$ cat src/rtl/QuplsPkg.sv
// Shared ROB and checkpoint types used by the checkpoint-release logic.
package QuplsPkg;

  localparam int ROB_ENTRIES    = 16;
  localparam int ROB_GROUP_SIZE = 4;
  localparam int NCHKPT         = 16;

  typedef logic [$clog2(NCHKPT)-1:0]                     checkpt_ndx_t;
  typedef logic [$clog2(ROB_ENTRIES/ROB_GROUP_SIZE)-1:0] rob_grp_ndx_t;

  typedef struct packed {
    logic br;
  } decbus_t;

  typedef struct packed {
    logic         v;
    logic [1:0]   done;
    decbus_t      decbus;
    checkpt_ndx_t cndx;
  } rob_entry_t;

  function automatic int imin(input int a, input int b);
    return (a < b) ? a : b;
  endfunction

endpackage

$ cat src/rtl/qupls_rel_queue.sv
// Circular FIFO accepting up to NPORT pushes and NPORT pops per cycle;
// pops beyond the current occupancy are ignored.
module qupls_rel_queue #(
  parameter int WIDTH = 4,
  parameter int DEPTH = 8,
  parameter int NPORT = 2,
  localparam int AW  = $clog2(DEPTH),
  localparam int CW  = AW + 1,
  localparam int PCW = $clog2(NPORT + 1)
) (
  input  logic             clk,
  input  logic             rst,
  input  logic [PCW-1:0]   push_cnt,
  input  logic [WIDTH-1:0] push_data [NPORT],
  input  logic [PCW-1:0]   pop_cnt,
  output logic [WIDTH-1:0] rd_data [NPORT],
  output logic [CW-1:0]    count,
  output logic [CW-1:0]    free_slots
);

  logic [WIDTH-1:0] mem_q [DEPTH];
  logic [WIDTH-1:0] mem_d [DEPTH];
  logic [AW-1:0]    head_q, head_d;
  logic [AW-1:0]    tail_q, tail_d;
  logic [CW-1:0]    count_q, count_d;
  logic [CW-1:0]    pop_eff;

  always_comb begin
    pop_eff = (CW'(pop_cnt) > count_q) ? count_q : CW'(pop_cnt);
    mem_d   = mem_q;
    for (int k = 0; k < NPORT; k++) begin
      if (k < int'(push_cnt)) mem_d[tail_q + AW'(k)] = push_data[k];
    end
    head_d  = head_q + AW'(pop_eff);
    tail_d  = tail_q + AW'(push_cnt);
    count_d = count_q - pop_eff + CW'(push_cnt);
  end

  always_ff @(posedge clk or posedge rst) begin
    if (rst) begin
      head_q  <= '0;
      tail_q  <= '0;
      count_q <= '0;
      for (int i = 0; i < DEPTH; i++) mem_q[i] <= '0;
    end else begin
      head_q  <= head_d;
      tail_q  <= tail_d;
      count_q <= count_d;
      mem_q   <= mem_d;
    end
  end

  always_comb begin
    for (int k = 0; k < NPORT; k++) rd_data[k] = mem_q[head_q + AW'(k)];
  end

  assign count      = count_q;
  assign free_slots = CW'(DEPTH) - count_q;

endmodule

$ cat src/rtl/qupls_chkpt_release_unit.sv
// Finds completed ROB groups holding branches and queues their checkpoints
// for return to the allocator, oldest group first, once per allocation.
module qupls_chkpt_release_unit
  import QuplsPkg::*;
#(
  parameter int GROUP_SIZE = ROB_GROUP_SIZE,
  parameter int REL_PORTS  = 2,
  parameter int QDEPTH     = 8,
  localparam int NGRP = ROB_ENTRIES / GROUP_SIZE,
  localparam int GW   = $clog2(NGRP),
  localparam int CW   = $clog2(QDEPTH) + 1
) (
  input  logic           rst,
  input  logic           clk,
  input  rob_entry_t     rob [ROB_ENTRIES],
  input  logic [GW-1:0]  head_grp,
  input  logic           grp_alloc_v,
  input  logic [GW-1:0]  grp_alloc,
  input  logic           flush,
  input  logic           rel_rdy,
  output logic [REL_PORTS-1:0] rel_v,
  output checkpt_ndx_t   rel_chkpt [REL_PORTS],
  output logic           q_full,
  output logic [CW-1:0]  q_count
);

  localparam int CKW = $bits(checkpt_ndx_t);
  localparam int IW  = $clog2(ROB_ENTRIES);
  localparam int PCW = $clog2(REL_PORTS + 1);

  logic [NGRP-1:0] freed_q, freed_d;
  logic [NGRP-1:0] qual;
  logic [CKW-1:0]  push_data [REL_PORTS];
  logic [CKW-1:0]  rd_data [REL_PORTS];
  logic [PCW-1:0]  push_cnt, pop_cnt;
  logic [CW-1:0]   count, free_slots;

  // A group being reallocated this cycle never qualifies: allocation wins.
  always_comb begin
    logic all_done;
    logic any_br;
    for (int g = 0; g < NGRP; g++) begin
      all_done = 1'b1;
      any_br   = 1'b0;
      for (int e = 0; e < GROUP_SIZE; e++) begin
        all_done = all_done & ((&rob[IW'(g*GROUP_SIZE + e)].done) | ~rob[IW'(g*GROUP_SIZE + e)].v);
        any_br   = any_br | rob[IW'(g*GROUP_SIZE + e)].decbus.br;
      end
      qual[g] = all_done & any_br & ~freed_q[g] & ~flush
              & ~(grp_alloc_v && (grp_alloc == GW'(g)));
    end
  end

  always_comb begin
    logic [GW-1:0] g;
    logic [IW-1:0] nxt;
    int            n;
    int            lim;
    pop_cnt = '0;
    if (rel_rdy) pop_cnt = (count < CW'(REL_PORTS)) ? PCW'(count) : PCW'(REL_PORTS);
    lim     = imin(REL_PORTS, int'(free_slots) + int'(pop_cnt));
    n       = 0;
    freed_d = freed_q;
    g       = '0;
    nxt     = '0;
    for (int k = 0; k < REL_PORTS; k++) push_data[k] = '0;
    // Rotating scan from the head keeps the pushes in age order.
    for (int i = 0; i < NGRP; i++) begin
      g   = head_grp + GW'(i);
      nxt = IW'(((int'(g) + 1) * GROUP_SIZE) % ROB_ENTRIES);
      if (qual[g] && n < lim) begin
        for (int k = 0; k < REL_PORTS; k++) begin
          if (n == k) push_data[k] = rob[nxt].cndx;
        end
        freed_d[g] = 1'b1;
        n = n + 1;
      end
    end
    push_cnt = PCW'(n);
    if (grp_alloc_v) freed_d[grp_alloc] = 1'b0;
  end

  always_ff @(posedge clk or posedge rst) begin
    if (rst) freed_q <= '0;
    else     freed_q <= freed_d;
  end

  qupls_rel_queue #(
    .WIDTH (CKW),
    .DEPTH (QDEPTH),
    .NPORT (REL_PORTS)
  ) u_queue (
    .clk        (clk),
    .rst        (rst),
    .push_cnt   (push_cnt),
    .push_data  (push_data),
    .pop_cnt    (pop_cnt),
    .rd_data    (rd_data),
    .count      (count),
    .free_slots (free_slots)
  );

  always_comb begin
    for (int k = 0; k < REL_PORTS; k++) begin
      rel_v[k]     = count > CW'(k);
      rel_chkpt[k] = rd_data[k];
    end
  end

  assign q_count = count;
  assign q_full  = free_slots < CW'(REL_PORTS);

endmodule

$ cat config.mk
export PLATFORM = sky130hd
export DESIGN_NAME = qupls_chkpt_release_unit
export DESIGN_NICKNAME = d
export VERILOG_FILES = /design/src/rtl/QuplsPkg.sv /design/src/rtl/qupls_rel_queue.sv /design/src/rtl/qupls_chkpt_release_unit.sv
export SDC_FILE = /design/constraint.sdc
export NUM_CORES = 1
export LEC_CHECK = 0
export CORE_MARGIN = 4
export CORE_UTILIZATION = 35
export CTS_CLUSTER_DIAMETER = 30
export DETAILED_ROUTE_END_ITERATION = 10
export GPL_ROUTABILITY_DRIVEN = 0
export HOLD_SLACK_MARGIN = 0.1
export PLACE_DENSITY = 0.65
export RECOVER_POWER = 50
export SYNTH_ARGS = -nofsm -noshare
export SYNTH_HDL_FRONTEND = slang
export SYNTH_SLANG_ARGS = --single-unit
$ cat constraint.sdc
create_clock -name clk -period 7.8 [get_ports clk]
set_input_delay 1.56 -clock clk [delete_from_list [all_inputs] [get_ports clk]]
set_output_delay 1.56 -clock clk [all_outputs]
set_load 0.01 [all_outputs]
-- Word-level counts from Yosys, hierarchy flattened
Index checks and enable logic that the tools add are counted.
- bitwise logic cells: 55
- eq/ne operators: 4
- mux-type cells: 67
- reduce and logical (&&, ||, !) cells: 25
- add/subtract/negate cells: 18
- order comparisons: 32
- operator list (cell ; count):
    8-bit binary-select mux with 4-bit select ; 4
    4-bit two-way mux ; 27
    32-bit logical NOT ; 3
    32-bit two-way mux ; 3
    32-bit bitwise mux ; 2
    32-bit by 2-bit == test with 1-bit output (second input constant) ; 2
    32-bit by 6-bit < comparator with 1-bit output ; 2
    32-bit by 2-bit adder with 32-bit output (second input constant) ; 1
    4-bit binary-select mux with 3-bit select ; 2
    4-bit demux with 3-bit select ; 2
    8-bit two-way mux ; 3
    5-bit >= comparator (second input constant) ; 4
    4-bit NOT with 5-bit output ; 4
    4-bit >= comparator (second input constant) ; 4
    3-bit NOT with 4-bit output ; 4
    4-bit bitwise OR ; 4
    2-bit AND reduction ; 8
    2-bit by 3-bit < comparator with 1-bit output (second input constant) ; 5
    1-bit bitwise AND ; 14
    1-bit bitwise OR ; 14
    1-bit logical AND ; 13
    1-bit NOT ; 13
    2-bit by 1-bit adder with 2-bit output (second input constant) ; 5
    1-bit demux with 2-bit select ; 5
    27 further kinds ; 53
- output and inout bits: 15
- input port bits: 137
- register bits after elaboration: 46
- logic and storage cells: 213

-- Longest topological paths before layout
- depth after elaboration: 26
- depth in mapped cells: 35
- depth with buffers taken out: 32

-- By module
Synthesis repeated with hierarchy kept, for this count alone.
- cells, all modules: 495
- area, all modules: 4510.6 µm²
- modules (own cells, without submodules) (module ; cells each ; seq. area each (µm²) ; area an instance (µm²) ; instances):
    qupls_rel_queue ; 304 ; 1051.0 ; 2985.4 ; 1
    qupls_chkpt_release_unit ; 191 ; 50.0 ; 1525.2 ; 1

-- Worst setup path before layout
No wires, ideal clock.
- kind: input -> register
- start point: in flush
- end point: reg u_queue.count_q[3], in the netlist u_queue.count[3]
- buffers on the path: 2
- path slack: 0.190 ns
- cell stages on the path: 25
- required time: 7.721 ns
- setup time: 0.079 ns
- arrival: 7.531 ns
- path through: or2_0 > a2111oi_2 > nand4_1 > a21oi_1 > a21boi_1 > inv_1 > ha_1 > buf_1 > nor2_1 > o2111ai_1 > a221oi_2 > buf_4 > nor2_2 > a21oi_4 > ha_1 > o21ai_0 > nand2_1 > nand2_4 > mux2i_4 > fa_1 > inv_1 > ha_1 > a21o_1 > a21oi_1 > xor2_1
- longest elaborated chain between the ends: 17
- elaborated cells between the ends (all ways): 28
- those cells by class: 4 x add/sub; 3 x order compare; 12 x mux; 5 x bitwise; 4 x reduce/logical
- RTL lines (what ; RTL line ; text):
    start, declared ; qupls_chkpt_release_unit.sv:19 ; input logic flush,
    1-bit NOT (*) ; -- ;
    1-bit bitwise AND ; qupls_chkpt_release_unit.sv:49 ; qual[g] = all_done & any_br & ~freed_q[g] & ~flush
    1-bit bitwise AND ; qupls_chkpt_release_unit.sv:50 ; & ~(grp_alloc_v && (grp_alloc == GW'(g)));
    1-bit binary-select mux with 2-bit select ; qupls_chkpt_release_unit.sv:71 ; if (qual[g] && n < lim) begin
    1-bit two-way mux (implied by the code) ; qupls_chkpt_release_unit.sv:71 ;
    1-bit logical AND ; qupls_chkpt_release_unit.sv:71 ;
    1-bit two-way mux ; qupls_chkpt_release_unit.sv:71 ;
    1-bit by 5-bit < comparator with 1-bit output ; qupls_chkpt_release_unit.sv:71 ;
    [2 not listed] ; -- ;
    32-bit by 6-bit < comparator with 1-bit output ; qupls_chkpt_release_unit.sv:71 ;
    1-bit logical AND ; qupls_chkpt_release_unit.sv:71 ;
    32-bit two-way mux ; qupls_chkpt_release_unit.sv:71 ;
    32-bit by 6-bit < comparator with 1-bit output ; qupls_chkpt_release_unit.sv:71 ;
    1-bit logical AND ; qupls_chkpt_release_unit.sv:71 ;
    2-bit two-way mux (*) ; qupls_chkpt_release_unit.sv:71 ;
    4-bit by 2-bit adder with 4-bit output (*) ; qupls_rel_queue.sv:36 ; count_d = count_q - pop_eff + CW'(push_cnt);
    named net u_queue.count_d[3] ; qupls_rel_queue.sv:25 ; logic [CW-1:0] count_q, count_d;
    end signal, assigned ; qupls_rel_queue.sv:48 ; count_q <= count_d;
    end, declared ; qupls_rel_queue.sv:25 ;
Mark *: on every way through the listed nets, which the timed path passes. The rest lies on a longest branch. The select of a mux whose other input is x is not followed.

-- Worst setup path in the final report
- start point: in rel_rdy
- end point: reg u_queue.count_q[3], in the netlist u_queue.count[3]
- longest elaborated chain between the ends: 17
- elaborated cells between the ends (all ways): 23
- those cells by class: 6 x add/sub; 6 x order compare; 7 x mux; 4 x reduce/logical
- RTL lines (what ; RTL line ; text):
    start, declared ; qupls_chkpt_release_unit.sv:20 ; input logic rel_rdy,
    2-bit two-way mux (*) ; qupls_chkpt_release_unit.sv:60 ; if (rel_rdy) pop_cnt = (count < CW'(REL_PORTS)) ? PCW'(count) : PCW'(REL_PORTS);
    4-bit by 2-bit adder with 5-bit output ; qupls_chkpt_release_unit.sv:61 ; lim = imin(REL_PORTS, int'(free_slots) + int'(pop_cnt));
    2-bit by 5-bit < comparator with 1-bit output ; QuplsPkg.sv:23 ; return (a < b) ? a : b;
    5-bit two-way mux ; QuplsPkg.sv:23 ;
    1-bit by 5-bit < comparator with 1-bit output ; qupls_chkpt_release_unit.sv:71 ;
    1-bit logical AND ; qupls_chkpt_release_unit.sv:71 ;
    1-bit two-way mux ; qupls_chkpt_release_unit.sv:71 ;
    1-bit by 5-bit < comparator with 1-bit output ; qupls_chkpt_release_unit.sv:71 ;
    [2 not listed] ; -- ;
    32-bit by 6-bit < comparator with 1-bit output ; qupls_chkpt_release_unit.sv:71 ;
    1-bit logical AND ; qupls_chkpt_release_unit.sv:71 ;
    32-bit two-way mux ; qupls_chkpt_release_unit.sv:71 ;
    32-bit by 6-bit < comparator with 1-bit output ; qupls_chkpt_release_unit.sv:71 ;
    1-bit logical AND ; qupls_chkpt_release_unit.sv:71 ;
    2-bit two-way mux ; qupls_chkpt_release_unit.sv:71 ;
    4-bit by 2-bit adder with 4-bit output (*) ; qupls_rel_queue.sv:36 ;
    named net u_queue.count_d[3] ; qupls_rel_queue.sv:25 ;
Mark *: on every way through the listed nets, which the timed path passes. The rest lies on a longest branch.

==> reports/results.txt <==
H-tree depth -> 2
Initial cell density of the core -> 0.362
Worst R2R Start -> u_queue.count[2]
CTS root buf -> clkbuf_16
First-pass GRT wire length -> 18700 µm
Final design utilization -> 0.455
Non-Filler Instances -> 661
Worst Tran Pin Value -> 2.46 ns
Max clock buf depth -> 2
Hold Crit Class -> reg2reg
Die Area -> 14400 µm²
Clock tree sinks -> 44
R2r setup slk -> 1.27 ns
R2R cell count -> 34
Initial antenna violation count -> 0
Worst setup path startpoint -> rel_rdy
Cell taking the most area after synthesis -> dfrtp_1
Crit path to -> u_queue.count[3]
Die H -> 120 µm
Min Tclk post-route -> 7.39 ns
Fin. Hold Viols -> 0
Max Freq -> 135 MHz
Clock skew -> 0.00939 ns
Post-synth EDFFs -> 0
IO buf count -> 71
Asr flop ratio synth -> 1.00
Seq/Total Area, Yosys -> 0.250
DIE WIDTH -> 120 µm
Top layer in use -> met4
Placed Area -> 5350 µm²
Routed vias/inst -> 5.38
Total wire length -> 11100 µm
Synth unique cells -> 61
Fin worst setup slack -> 0.412 ns
Post-Place Worst Slack -> 0.0496 ns
Tcrit/Tclk final -> 0.947
DR iter-0 viols -> 168
Clk pin slew, worst setup/hold paths -> 0.06 ns
CTS buffer count -> 5
Routed vias -> 3557
Most frequent cells in the layout -> 82 x mux2i_1, 64 x clkdlybuf4s50_1, 47 x nand2_1
CORE AREA -> 12200 µm²
Ant. Diodes -> 0
Critical Path Start Type -> input pin
Status -> complete, but fails checks
Met2 WL post-DR -> 5610 µm
Vias in the first global route -> 3753
WL met3 -> 389 µm
Leading register cell type out of synthesis -> dfrtp_1
Metal-1 WL -> 5000 µm
Pre-antenna DRT Iters -> 4
Largest net degree at the start of global routing -> 45
Overflow after GRT -> 0
Mean post-synth cell area -> 10.5 µm²
Arr. time, crit path -> 7.60 ns
Share of the synthesized area in the top cell type -> 0.250
Synthesis Warnings -> 0
Cells after Synth -> 419
Relative slew slack -> -0.638
DP HPWL -> 8730 µm
Post-route cell area -> 5530 µm²
Critical path's slowest cell -> clkdlybuf4s50_1
Final setup fails -> 0
Setup TNS -> 0 ns
Reg2Reg Capture Point -> u_queue.count[3]
Ports -> 152
Rows -> 40
Syn nets -> 589
Pwr per Cell Area -> 260 nW/µm²
Seq cells post-synth -> 44
Violated checks -> max-capacitance violations, max-slew violations
Critical path fanouts, max -> 11
Synth top area cells -> dfrtp_1 25%, mux2i_1 19%, mux4_2 8.2%, ha_1 8.0%, mux2_2 4.6%
Final ANT Viol Nets -> 0
Max Cap Viol -> 1
Leakage -> 0.00245 µW
Critical path capture point type -> flip-flop
Worst path max stage delay -> 0.50 ns
Remaining DRCs -> 0
Placed cells -> 652
Layout cells sized above 1 -> 0.166
Commonest non-fill, non-tap cell in the layout -> mux2i_1
Wire per inst -> 16.8 µm
Total GRT Usage -> 0.157
Slew Limit Fails -> 45
Maximum vdd drop -> 0.000106 V
# fillers -> 1139
Setup CP Type -> in2reg
CTS tree -> built
Skew-Pair Late Insertion Delay -> 0.29 ns
Synth-to-Final Area Change -> 25.9%
Layout Nets -> 662
Cell area after synthesis -> 4400 µm²
Worst endpoint required time -> 8.01 ns
-- where the power goes --
part	total (µW)	internal (µW)	switching [µW]
clock	252	160	91.8
sequential	406	292	115
combinational	778	384	394
-- critical path, delay by kind of cell --
| family | cells | cell delay (ns) |
|---|---|---|
| compound gates | 8 | 1.38 |
| xor+xnor | 1 | 0.15 |
| fa+ha+maj | 6 | 1.84 |
| buf+inv | 7 | 1.15 |
| mux | 3 | 0.56 |
| simple gates | 8 | 0.97 |
-- worst min path at each step --
| stage | start | endpoint | slack [ns] | depth (start not counted) |
|---|---|---|---|---|
| floorplan | u_queue.head_q[0] | u_queue.head_q[0] | 0.51 | 1 |
| global placement | u_queue.mem_q[4] | u_queue.mem_q[4] | 0.56 | 2 |
| detailed placement | u_queue.mem_q[7] | u_queue.mem_q[7] | 0.58 | 2 |
| CTS | u_queue.mem_q[7] | u_queue.mem_q[7] | 0.59 | 2 |
| global route | u_queue.mem_q[7] | u_queue.mem_q[7] | 0.62 | 2 |
| finish | u_queue.mem_q[7] | u_queue.mem_q[7] | 0.59 | 2 |
-- state kept, by name, indices dropped and copies added, names as in the netlist --
| signal | flops |
|---|---|
| freed_q | 2 |
| u_queue.count | 4 |
| u_queue.head_q | 3 |
| u_queue.mem_q | 32 |
| u_queue.tail_q | 3 |
-- per-layer routing --
layer	global-route usage	vias to the layer above
li1	-	1697
met1	0.208	1774
met2	0.269	75
met3	0.0259	11
met4	0.0329	0
met5	0	-
-- metrics by stage --
stage / total power (µW) / hold WS (ns)
floorplan: 954 / 0.505
global placement: 1150 / 0.559
detailed placement: 1190 / 0.581
CTS: 1450 / 0.595
global route: 1560 / 0.618
finish: 1440 / 0.590
-- cells in the mapped netlist (7+ instances only) --
library cell and number:
ha_1 28, nand4_1 9, nor2_1 19, mux2i_1 82
inv_1 24, xnor2_1 7, nand2_1 47, mux4_2 16
mux2_2 18, clkbuf_1 11, dfrtp_1 44, a21oi_1 11
-- cell type report --
cell class              instances  area, µm²  area share
multi-input cells             333       3140       0.567
clock buffers                   6        139      0.0251
flip-flops and latches         44       1100       0.199
inverters                      24       90.1      0.0163
repair buffers                 84        817       0.148
well taps                     168        210      0.0380
clock inverters                 2       38.8     0.00701
-- kinds of logic (layout without fill, tap and decap cells) --
kind of cell	count (synthesis)	count (layout)	share of synthesized area
flip-flops	44	44	0.250
buffers and inverters	42	116	0.0370
other	1	1	0.000853
XOR/XNOR	12	12	0.0256
adder cells (fa/ha/maj)	33	33	0.102
multiplexers	121	121	0.332
AO/OA/AOI/OAI	53	53	0.0931
AND/OR/NAND/NOR	113	113	0.158
-- what timing repair did --
action | 4_1_cts | 5_1_grt
endpoints found under the setup margin | 0 | 1
hold buffers | 0 | 0
setup buffers | 0 | 1
gates resized for setup | 0 | 2
(Power assumes the default switching activity.)
